<file path="src/rtl/mem_arbiter2_pkg.sv">
// Shared definitions for the two-master memory arbiter: lock FSM state
// encoding, master index constants and the lock counter helpers.
package mem_arbiter2_pkg;

    // Lock FSM states: free arbitration, or the bus held by one master.
    typedef enum logic [1:0] {
        ARB_IDLE  = 2'd0,
        ARB_LOCK0 = 2'd1,
        ARB_LOCK1 = 2'd2
    } arb_state_t;

    // Master indices, also used as the encoding of last_grant / rd_owner.
    localparam logic M0 = 1'b0;
    localparam logic M1 = 1'b1;

    // The lock counter is 8 bits wide and saturates instead of wrapping.
    localparam int CNT_WIDTH = 8;

    typedef logic [CNT_WIDTH-1:0] lock_cnt_t;

    // Increment that sticks at all-ones so a long lock never wraps to zero.
    function automatic lock_cnt_t sat_inc(input lock_cnt_t value);
        lock_cnt_t result;
        if (value == '1) begin
            result = value;
        end else begin
            result = value + lock_cnt_t'(1);
        end
        return result;
    endfunction

endpackage

</file>
<file path="src/rtl/arb_rr2.sv">
// Two-way picker: round-robin or fixed priority between two requests,
// with a one-shot override that hands the grant to a chosen master.
module arb_rr2
    import mem_arbiter2_pkg::*;
#(
    parameter int FIXED_PRIO = 0
) (
    input  logic clk,
    input  logic rstn,
    input  logic req0,
    input  logic req1,
    input  logic force_en,
    input  logic force_sel,
    output logic gnt0,
    output logic gnt1
);

    logic last_grant;
    logic pick;
    logic forced_req;

    // Choose a winner: the override first, then the tie rule, then whoever asks.
    always_comb begin
        pick       = M0;
        forced_req = (force_sel == M1) ? req1 : req0;
        if (force_en && forced_req) begin
            pick = force_sel;
        end else if (req0 && req1) begin
            if (FIXED_PRIO != 0) begin
                pick = M0;
            end else begin
                pick = ~last_grant;
            end
        end else if (req1) begin
            pick = M1;
        end else begin
            pick = M0;
        end
        gnt0 = req0 && (pick == M0);
        gnt1 = req1 && (pick == M1);
    end

    // Remember who was served last; starting at m1 lets m0 win the first tie.
    always_ff @(posedge clk or negedge rstn) begin
        if (!rstn) begin
            last_grant <= M1;
        end else if (gnt0 || gnt1) begin
            last_grant <= pick;
        end
    end

endmodule

</file>
<file path="src/rtl/mem_arbiter2.sv">
// Shares one single-port synchronous RAM between two valid/ready masters,
// with round-robin or fixed-priority arbitration and a bounded bus lock
// for atomic read-modify-write sequences.
module mem_arbiter2
    import mem_arbiter2_pkg::*;
#(
    parameter int ADDR_WIDTH = 32,
    parameter int FIXED_PRIO = 0,
    parameter int MAX_LOCK   = 16
) (
    input  logic                  clk,
    input  logic                  rstn,

    input  logic                  m0_valid,
    output logic                  m0_ready,
    input  logic                  m0_lock,
    input  logic                  m0_write,
    input  logic [3:0]            m0_wmask,
    input  logic [31:0]           m0_wdata,
    input  logic [ADDR_WIDTH-1:0] m0_addr,
    output logic [31:0]           m0_rdata,
    output logic                  m0_rvalid,

    input  logic                  m1_valid,
    output logic                  m1_ready,
    input  logic                  m1_lock,
    input  logic                  m1_write,
    input  logic [3:0]            m1_wmask,
    input  logic [31:0]           m1_wdata,
    input  logic [ADDR_WIDTH-1:0] m1_addr,
    output logic [31:0]           m1_rdata,
    output logic                  m1_rvalid,

    output logic                  mem_valid,
    output logic                  mem_write,
    output logic [3:0]            mem_wmask,
    output logic [31:0]           mem_wdata,
    output logic [ADDR_WIDTH-1:0] mem_addr,
    input  logic [31:0]           mem_rdata
);

    localparam lock_cnt_t MAX_CNT = lock_cnt_t'(MAX_LOCK);

    arb_state_t state;
    arb_state_t state_next;
    lock_cnt_t  cnt;
    lock_cnt_t  cnt_next;
    lock_cnt_t  cnt_inc;
    logic       force_pend;
    logic       force_pend_next;
    logic       force_sel;
    logic       force_sel_next;

    logic       req0_m;
    logic       req1_m;
    logic       gnt0;
    logic       gnt1;

    logic       rd_vld;
    logic       rd_own;

    arb_rr2 #(
        .FIXED_PRIO (FIXED_PRIO)
    ) u_pick (
        .clk       (clk),
        .rstn      (rstn),
        .req0      (req0_m),
        .req1      (req1_m),
        .force_en  (force_pend),
        .force_sel (force_sel),
        .gnt0      (gnt0),
        .gnt1      (gnt1)
    );

    // Lock FSM state register, lock counter and the pending forced hand-over.
    always_ff @(posedge clk or negedge rstn) begin
        if (!rstn) begin
            state      <= ARB_IDLE;
            cnt        <= '0;
            force_pend <= 1'b0;
            force_sel  <= M0;
        end else begin
            state      <= state_next;
            cnt        <= cnt_next;
            force_pend <= force_pend_next;
            force_sel  <= force_sel_next;
        end
    end

    // Next-state logic: take the lock, hold it, or drop it (voluntarily or at the cap).
    always_comb begin
        state_next      = state;
        cnt_next        = cnt;
        force_pend_next = 1'b0;
        force_sel_next  = force_sel;
        cnt_inc         = sat_inc(cnt);
        case (state)
            ARB_IDLE: begin
                cnt_next = '0;
                if (!force_pend && ((gnt0 && m0_lock) || (gnt1 && m1_lock))) begin
                    if (MAX_CNT <= lock_cnt_t'(1)) begin
                        force_pend_next = 1'b1;
                        force_sel_next  = gnt0 ? M1 : M0;
                    end else begin
                        state_next = gnt0 ? ARB_LOCK0 : ARB_LOCK1;
                        cnt_next   = lock_cnt_t'(1);
                    end
                end
            end
            ARB_LOCK0: begin
                if (!m0_lock) begin
                    state_next = ARB_IDLE;
                    cnt_next   = '0;
                end else if (cnt_inc >= MAX_CNT) begin
                    state_next      = ARB_IDLE;
                    cnt_next        = '0;
                    force_pend_next = 1'b1;
                    force_sel_next  = M1;
                end else begin
                    cnt_next = cnt_inc;
                end
            end
            ARB_LOCK1: begin
                if (!m1_lock) begin
                    state_next = ARB_IDLE;
                    cnt_next   = '0;
                end else if (cnt_inc >= MAX_CNT) begin
                    state_next      = ARB_IDLE;
                    cnt_next        = '0;
                    force_pend_next = 1'b1;
                    force_sel_next  = M0;
                end else begin
                    cnt_next = cnt_inc;
                end
            end
            default: begin
                state_next = ARB_IDLE;
                cnt_next   = '0;
            end
        endcase
    end

    // Output decode: while locked, the non-owner's request is hidden from the picker.
    always_comb begin
        req0_m = 1'b0;
        req1_m = 1'b0;
        case (state)
            ARB_IDLE: begin
                req0_m = m0_valid;
                req1_m = m1_valid;
            end
            ARB_LOCK0: begin
                req0_m = m0_valid;
            end
            ARB_LOCK1: begin
                req1_m = m1_valid;
            end
            default: begin
                req0_m = 1'b0;
                req1_m = 1'b0;
            end
        endcase
    end

    assign m0_ready = gnt0;
    assign m1_ready = gnt1;

    // Steer the granted master onto the memory port; idle bus drives all zeros.
    always_comb begin
        mem_valid = gnt0 | gnt1;
        mem_write = 1'b0;
        mem_wmask = '0;
        mem_wdata = '0;
        mem_addr  = '0;
        if (gnt0) begin
            mem_write = m0_write;
            mem_wmask = m0_wmask;
            mem_wdata = m0_wdata;
            mem_addr  = m0_addr;
        end else if (gnt1) begin
            mem_write = m1_write;
            mem_wmask = m1_wmask;
            mem_wdata = m1_wdata;
            mem_addr  = m1_addr;
        end
    end

    // Track which master's read is in flight so its rvalid rises next cycle.
    always_ff @(posedge clk or negedge rstn) begin
        if (!rstn) begin
            rd_vld <= 1'b0;
            rd_own <= M0;
        end else begin
            rd_vld <= (gnt0 && !m0_write) || (gnt1 && !m1_write);
            rd_own <= gnt1 ? M1 : M0;
        end
    end

    assign m0_rvalid = rd_vld && (rd_own == M0);
    assign m1_rvalid = rd_vld && (rd_own == M1);
    assign m0_rdata  = mem_rdata;
    assign m1_rdata  = mem_rdata;

endmodule

</file>
<file path="config.mk">
export PLATFORM = sky130hd
export DESIGN_NAME = mem_arbiter2
export DESIGN_NICKNAME = d
export VERILOG_FILES = /design/src/rtl/mem_arbiter2_pkg.sv /design/src/rtl/arb_rr2.sv /design/src/rtl/mem_arbiter2.sv
export SDC_FILE = /design/constraint.sdc
export NUM_CORES = 1
export LEC_CHECK = 0
export BUFFER_PORTS_ARGS = -buffer_cell sky130_fd_sc_hd__buf_2
export CAP_MARGIN = 20
export CORE_AREA = 2 2 121 123
export DETAILED_ROUTE_END_ITERATION = 6
export DIE_AREA = 0 0 123 125
export PLACE_DENSITY = 0.56
export SYNTH_ARGS = -nofsm -noshare
export SYNTH_HDL_FRONTEND = slang
export SYNTH_HIERARCHICAL = 1
export SYNTH_SLANG_ARGS = --single-unit
</file>
<file path="constraint.sdc">
create_clock -name clk -period 3.2 [get_ports clk]
set_clock_uncertainty 0.2 [all_clocks]
set_input_delay 0.32 -clock clk [delete_from_list [all_inputs] [get_ports clk]]
set_output_delay 0.32 -clock clk [all_outputs]
set_load 0.02 [all_outputs]
</file>
# Word level (Yosys, flattened, before mapping)

Index checks and enable logic that the tools add are counted.

Bits in registers: 15
Input port bits: 176
Output and inout bits: 138
Word-level logic and storage cells: 79

Add/sub/neg operators: 1
Magnitude comparators: 1
Equality and inequality tests: 8
Mux-type cells: 36
Bitwise operators: 4
Reductions and logical operators: 22

Operator list:

| cell                  | number |
|---|---|
| $mux W32              | 4 |
| $mux W8               | 4 |
| $pmux W8 S3           | 1 |
| $mux W1               | 17 |
| $logic_and A1 B1 Y1   | 11 |
| $mux W2               | 5 |
| $ne A2 B2 Y1 const B  | 5 |
| $add A8 B1 Y8 const B | 1 |
| $eq A8 B8 Y1 const B  | 1 |
| $ge A8 B5 Y1 const B  | 1 |
| $mux W4               | 2 |
| $pmux W2 S3           | 1 |
| $reduce_and A5 Y1     | 1 |
| $pmux W1 S2           | 2 |
| $reduce_or A2 Y1      | 2 |
| $logic_not A1 Y1      | 3 |
| $logic_or A1 B1 Y1    | 3 |
| $not A1 Y1            | 3 |
| $eq A2 B1 Y1 const B  | 1 |
| $eq A2 B2 Y1 const B  | 1 |
| $logic_not A2 Y1      | 1 |
| $reduce_bool A2 Y1    | 1 |
| $or A1 B1 Y1          | 1 |

# Longest topological paths before layout

Word-level depth: 13
Depth in mapped cells: 10
Gate-level depth less buffers: 9

# Cells and area by module

The synthesis kept the hierarchy.

Modules (own cells, without submodules):

| module       | times used | cells each | area each (um^2) | seq. area each (um^2) |
|---|---|---|---|---|
| mem_arbiter2 | 1          | 223        | 1931.9           | 350.3 |
| arb_rr2      | 1          | 10         | 90.1             | 26.3 |

# Least setup slack after synthesis

No wires, ideal clock.

Path type: reg-to-output
Start point: register state[0]
End point: output port mem_wdata[10]
Data arrival time: 2.403 ns
Data required time: 2.680 ns
Slack: 0.277 ns
Stages on the path, launching flop included: 11
Path buffers: 2
Path through: dfrtp_1 inv_1 ha_1 o21a_1 inv_1 a31oi_1 inv_1 nor2_1 buf_2 buf_2 a22o_1

Longest elaborated chain between the ends: 9
Elaborated cells between the ends (all ways): 18
Those cells by class: 2 x eq/ne; 8 x mux; 1 x bitwise; 7 x reduce/logical

RTL lines:

| element                                          | line                         | RTL |
|---|---|---|
| start, declared                                  | mem_arbiter2.sv:44           | `arb_state_t state;` |
| start signal, assigned                           | mem_arbiter2.sv:83           | `state <= state_next;` |
| $eq A2 B2 Y1 or $logic_not A2 Y1 (tied branches) | mem_arbiter2.sv:147          | `case (state)` |
| $reduce_or A2 Y1 (no source line) (*)            | -                            |  |
| $mux W1 (*)                                      | mem_arbiter2.sv:147          |  |
| via req1_m                                       | mem_arbiter2.sv:55           | `logic req1_m;` |
| $mux W1, or another cell as far along            | arb_rr2.sv:34                | `end else if (req1) begin` |
| $mux W1 or $logic_and A1 B1 Y1 (tied branches)   | arb_rr2.sv:28, arb_rr2.sv:26 |  |
| $mux W1                                          | arb_rr2.sv:26                | `if (force_en && forced_req) begin` |
| $logic_and A1 B1 Y1 (*)                          | arb_rr2.sv:40                | `gnt1 = req1 && (pick == M1);` |
| via m1_ready                                     | mem_arbiter2.sv:25           | `output logic m1_ready,` |
| $mux W32 (*)                                     | mem_arbiter2.sv:180          | `end else if (gnt1) begin` |
| $mux W32 (*)                                     | mem_arbiter2.sv:175          | `if (gnt0) begin` |
| end, declared                                    | mem_arbiter2.sv:37           | `output logic [31:0] mem_wdata,` |

The timed path passes the listed nets; every way through them passes the cells marked *.

# Worst setup path in the final report

Start point: register state[0]
End point: output port mem_wdata[9]

Longest elaborated chain between the ends: 9
Elaborated cells between the ends (all ways): 18
Those cells by class: 2 x eq/ne; 8 x mux; 1 x bitwise; 7 x reduce/logical

RTL lines:

| element                                           | line |
|---|---|
| $eq A2 B2 Y1 or $logic_not A2 Y1 (tied branches)  | mem_arbiter2.sv:147 |
| $reduce_or A2 Y1 (no source line) (*)             | - |
| $mux W1 (*)                                       | mem_arbiter2.sv:147 |
| via req1_m                                        | mem_arbiter2.sv:55 |
| $mux W1, or another cell as far along             | arb_rr2.sv:34 |
| $mux W1 or $logic_and A1 B1 Y1 (tied branches)    | arb_rr2.sv:28, arb_rr2.sv:26 |
| $mux W1                                           | arb_rr2.sv:26 |
| $logic_and A1 B1 Y1 or $not A1 Y1 (tied branches) | arb_rr2.sv:40, arb_rr2.sv:39 |
| $mux W32 or $logic_and A1 B1 Y1 (tied branches)   | mem_arbiter2.sv:180, arb_rr2.sv:39 |
| $mux W32 (*)                                      | mem_arbiter2.sv:175 |

Marked as above.

==> flow_metrics.env <==
export IMPL_internal_power_w=0.001221
export IMPL_r2r_start="state[0]$_DFFE_PN0P_"
export IMPL_core_mm2=0.01420
export IMPL_drive_gt1_share_pct=61.88
export IMPL_area_growth_pct=46.91
export IMPL_die_w_um=123
export IMPL_gp_congestion=0.7420
export IMPL_pwr_density_cell_mw_per_mm2=902.8
export IMPL_maxSlewViolCount=0
export IMPL_clk_pin_slew_worst_paths_ns=0.05
export IMPL_via_count=2418
export IMPL_pre_cts_slack_ns=0.2066
export IMPL_p_sw_share_pct=54.48
export IMPL_grt_max_degree=75
export IMPL_syn_inst=233
export IMPL_drtIter0Drc=110
export IMPL_grt_first_pass_wirelength_um=13570
export IMPL_die_area_mm2=0.01538
export IMPL_synthMuxAreaShare_pct=0.4950
export IMPL_vias_per_cell=4.265
export IMPL_clk_latency_ns=0.24
export IMPL_mostFrequentLayoutCells="buf_2 (217), a22o_1 (67), dfrtp_1 (14), inv_1 (8), nand2_1 (6)"
export IMPL_ys_warn_count=6
export IMPL_reg2reg_slack_ns=0.52
export IMPL_track_usage_pct=12.00
export IMPL_cts_tree="yes"
export IMPL_min_from="m1_write"
export IMPL_synth_top_family_by_area="compound AO/OA/AOI/OAI gates"
export IMPL_timing_rr_end="state[0]$_DFFE_PN0P_"
export IMPL_max_clock_freq_mhz=333.8
export IMPL_ios=314
export IMPL_std_cell_rows=44
export IMPL_timing_final_crit_share_pct=93.62
export IMPL_p_seq_share_pct=10.8
export IMPL_synth_fa_ha_area_share_pct=3.094
export IMPL_clockPowerShare_pct=9.1
export IMPL_ys_seq_area_share_pct=18.63
export IMPL_p_switching_w=0.001461
export IMPL_ys_ff_latch=15
export IMPL_grt_pass1_vias=2219
export IMPL_routed_wl_um=10190
export IMPL_post_dp_hpwl_um=8623
export IMPL_start_kind="flop"
export IMPL_fin_nets=565
export IMPL_ant_nets=0
export IMPL_drc=0
export IMPL_cp_arrival_ns=2.48
export IMPL_p_leak_nw=1.628
export IMPL_synth_simple_area_share_pct=7.673
export IMPL_cts_made_buffers=3
export IMPL_cts_root_buffer="clkbuf_16"
export IMPL_synthXorXnorAreaFrac_pct=1.300
export IMPL_cp_end_kind="output pin"
export IMPL_hold_ws_ns=0.06880
export IMPL_cts_max_level=1
export IMPL_clock_sinks=15
export IMPL_comb_power_share_pct=80.1
export IMPL_peakVddDrop_mv=0.2946
export IMPL_rsz0062_at_grt="no"
export IMPL_port_buffers=217
export IMPL_setup_viol=0
export IMPL_min_to="rd_vld$_DFF_PN0_"
export IMPL_synth_compound_area_share_pct=40.35
export IMPL_worstPathRequired_ns=2.68
export IMPL_wire_per_inst_um=17.96
export IMPL_crit_type="reg2out"
export IMPL_final_common_cell="buf_2"
export IMPL_syn_area_per_cell_um2=8.678
export IMPL_worstRegToRegCells=10
export IMPL_status="finished clean"
export IMPL_clock_path_buffers=2
export IMPL_synth_cell_type_count=44
export IMPL_fill_cells=1587
export IMPL_first_pass_iters=4
export IMPL_grt_overflow_total=0
export IMPL_hold_class="in2reg"
export IMPL_whs_path_depth=2
export IMPL_setup_tns_ns=0
export IMPL_max_cap_viol_count=0
export IMPL_hold_viol_final=0
export IMPL_antenna_found_initial=1
export IMPL_fin_ws_ns=0.2041
export IMPL_fin_crit_ns=2.996
export IMPL_die_y_um=125
export IMPL_synth_area_mm2=0.002022
export IMPL_diodes=0
export IMPL_start_util_pct=14.24
export IMPL_crit_fanout=36
==> kinds of logic (layout without fill, tap and decap cells) <==
group,after synthesis,count (layout)
other cells,1,4
fa+ha+maj,5,5
flops,15,15
xor+xnor,3,3
compound gates,95,95
simple gates,26,26
buf+inv,87,234
mux,1,1
==> timing repair <==
item                                    in CTS  in global routing
gates resized for setup                      1                  2
gates cloned                                 0                  0
hold buffers                                 1                  0
endpoints found under the hold margin       14                  0
buffers inserted                             0                  0
endpoints found under the setup margin       1                  1
==> Yosys cell counts, drive strengths merged <==
| cell type | instances | area (um^2) |
|---|---|---|
| o2bb2ai | 1 | 8.760 |
| nand4 | 2 | 12.51 |
| nand3 | 2 | 10.01 |
| nand2 | 6 | 22.52 |
| nor2 | 2 | 7.510 |
| a21o | 1 | 7.510 |
| and2 | 1 | 6.260 |
| o22ai | 1 | 6.260 |
| o31a | 1 | 8.760 |
| a31oi | 1 | 6.260 |
| or2 | 2 | 12.51 |
| dfstp | 1 | 26.28 |
| nor3 | 2 | 15.01 |
| inv | 8 | 30.03 |
| o21ai | 6 | 33.78 |
| and2b | 2 | 15.01 |
| o32ai | 3 | 33.79 |
| clkbuf | 10 | 37.54 |
| nor4 | 1 | 6.260 |
| buf | 69 | 504.2 |
| dfrtp | 14 | 350.3 |
| a211oi | 2 | 15.01 |
| a22oi | 1 | 7.510 |
| o311ai | 1 | 16.27 |
| ha | 5 | 62.56 |
| o211ai | 2 | 15.01 |
| mux2i | 1 | 10.01 |
| conb | 1 | 3.750 |
| xnor2 | 3 | 26.28 |
| or4 | 1 | 7.510 |
| nor2b | 2 | 12.51 |
| o41a | 2 | 22.52 |
| and4 | 1 | 10.01 |
| o31ai | 1 | 7.510 |
| and3 | 2 | 17.52 |
| a211o | 1 | 8.760 |
| o21a | 3 | 22.52 |
| a22o | 68 | 595.6 |
==> registers in the layout (all words and copies together), names as in the netlist <==
name               flops
force_pend             1
rd_own                 1
state                  2
cnt                    8
rd_vld                 1
force_sel              1
u_pick/last_grant      1
==> worst max-delay path by stage <==
stage | depth (start not counted) | slack (ns) | start | to
after floorplan | 10 | 0.28 | state[0]$_DFFE_PN0P_ | mem_wdata[10]
after global placement | 9 | 0.21 | state[0]$_DFFE_PN0P_ | mem_wmask[3]
after detailed placement | 9 | 0.21 | state[0]$_DFFE_PN0P_ | mem_wmask[3]
after CTS | 9 | 0.02 | state[0]$_DFFE_PN0P_ | mem_wmask[3]
after global routing | 9 | 0.04 | state[0]$_DFFE_PN0P_ | mem_wmask[3]
final | 9 | 0.20 | state[0]$_DFFE_PN0P_ | mem_wdata[9]
==> worst max-delay path: stages, from the launching register on <==
cell and delay, ns:
dfrtp_1 0.40, inv_1 0.11, ha_1 0.21, o21a_1 0.16, inv_1 0.07, o31a_2 0.39, nor2_4 0.17, buf_8 0.25
a22o_1 0.24, buf_2 0.20
==> final cells by class <==
class | count | area (um^2) | area share [%]
sequential | 15 | 376.6 | 12.68
clock inverter | 1 | 5.005 | 0.1685
tap | 184 | 230.2 | 7.751
timing repair buffer | 222 | 1159 | 39.01
inverter | 8 | 30.03 | 1.011
clock buffer | 3 | 75.07 | 2.527
multi-input combinational | 134 | 1095 | 36.86
==> power groups by stage <==
stage / Combinational [W] / Clock, W / Sequential [W]
final: 0.00215 / 0.000244 / 0.000290
after global routing: 0.00232 / 0.000260 / 0.000299
after global placement: 0.00217 / 0 / 0.000292
after floorplan: 0.00149 / 0 / 0.000280
after detailed placement: 0.00217 / 0 / 0.000291
after CTS: 0.00218 / 0.000251 / 0.000289
==> per-layer routing <==
layer	part of all wire, %	global-route usage [%]	vias up
li1	-	-	1122
met5	0	0	-
met1	36	13.50	1096
met3	13	4.106	30
met2	48	21.19	170
met4	2.6	3.476	0
==> stage by stage <==
stage / cell area [um^2] / util [%] / cells / total power (W)
finish: 2970 / 20.91 / 567 / 0.002682
global route: 2970 / 20.91 / 567 / 0.002879
CTS: 2965 / 20.88 / 567 / 0.002720
detailed placement: 2872 / 20.22 / 562 / 0.002458
global placement: 2872 / 20.22 / 562 / 0.002465
floorplan: 2033 / - / 236 / 0.001767
Power figures use the tool's default switching activity.
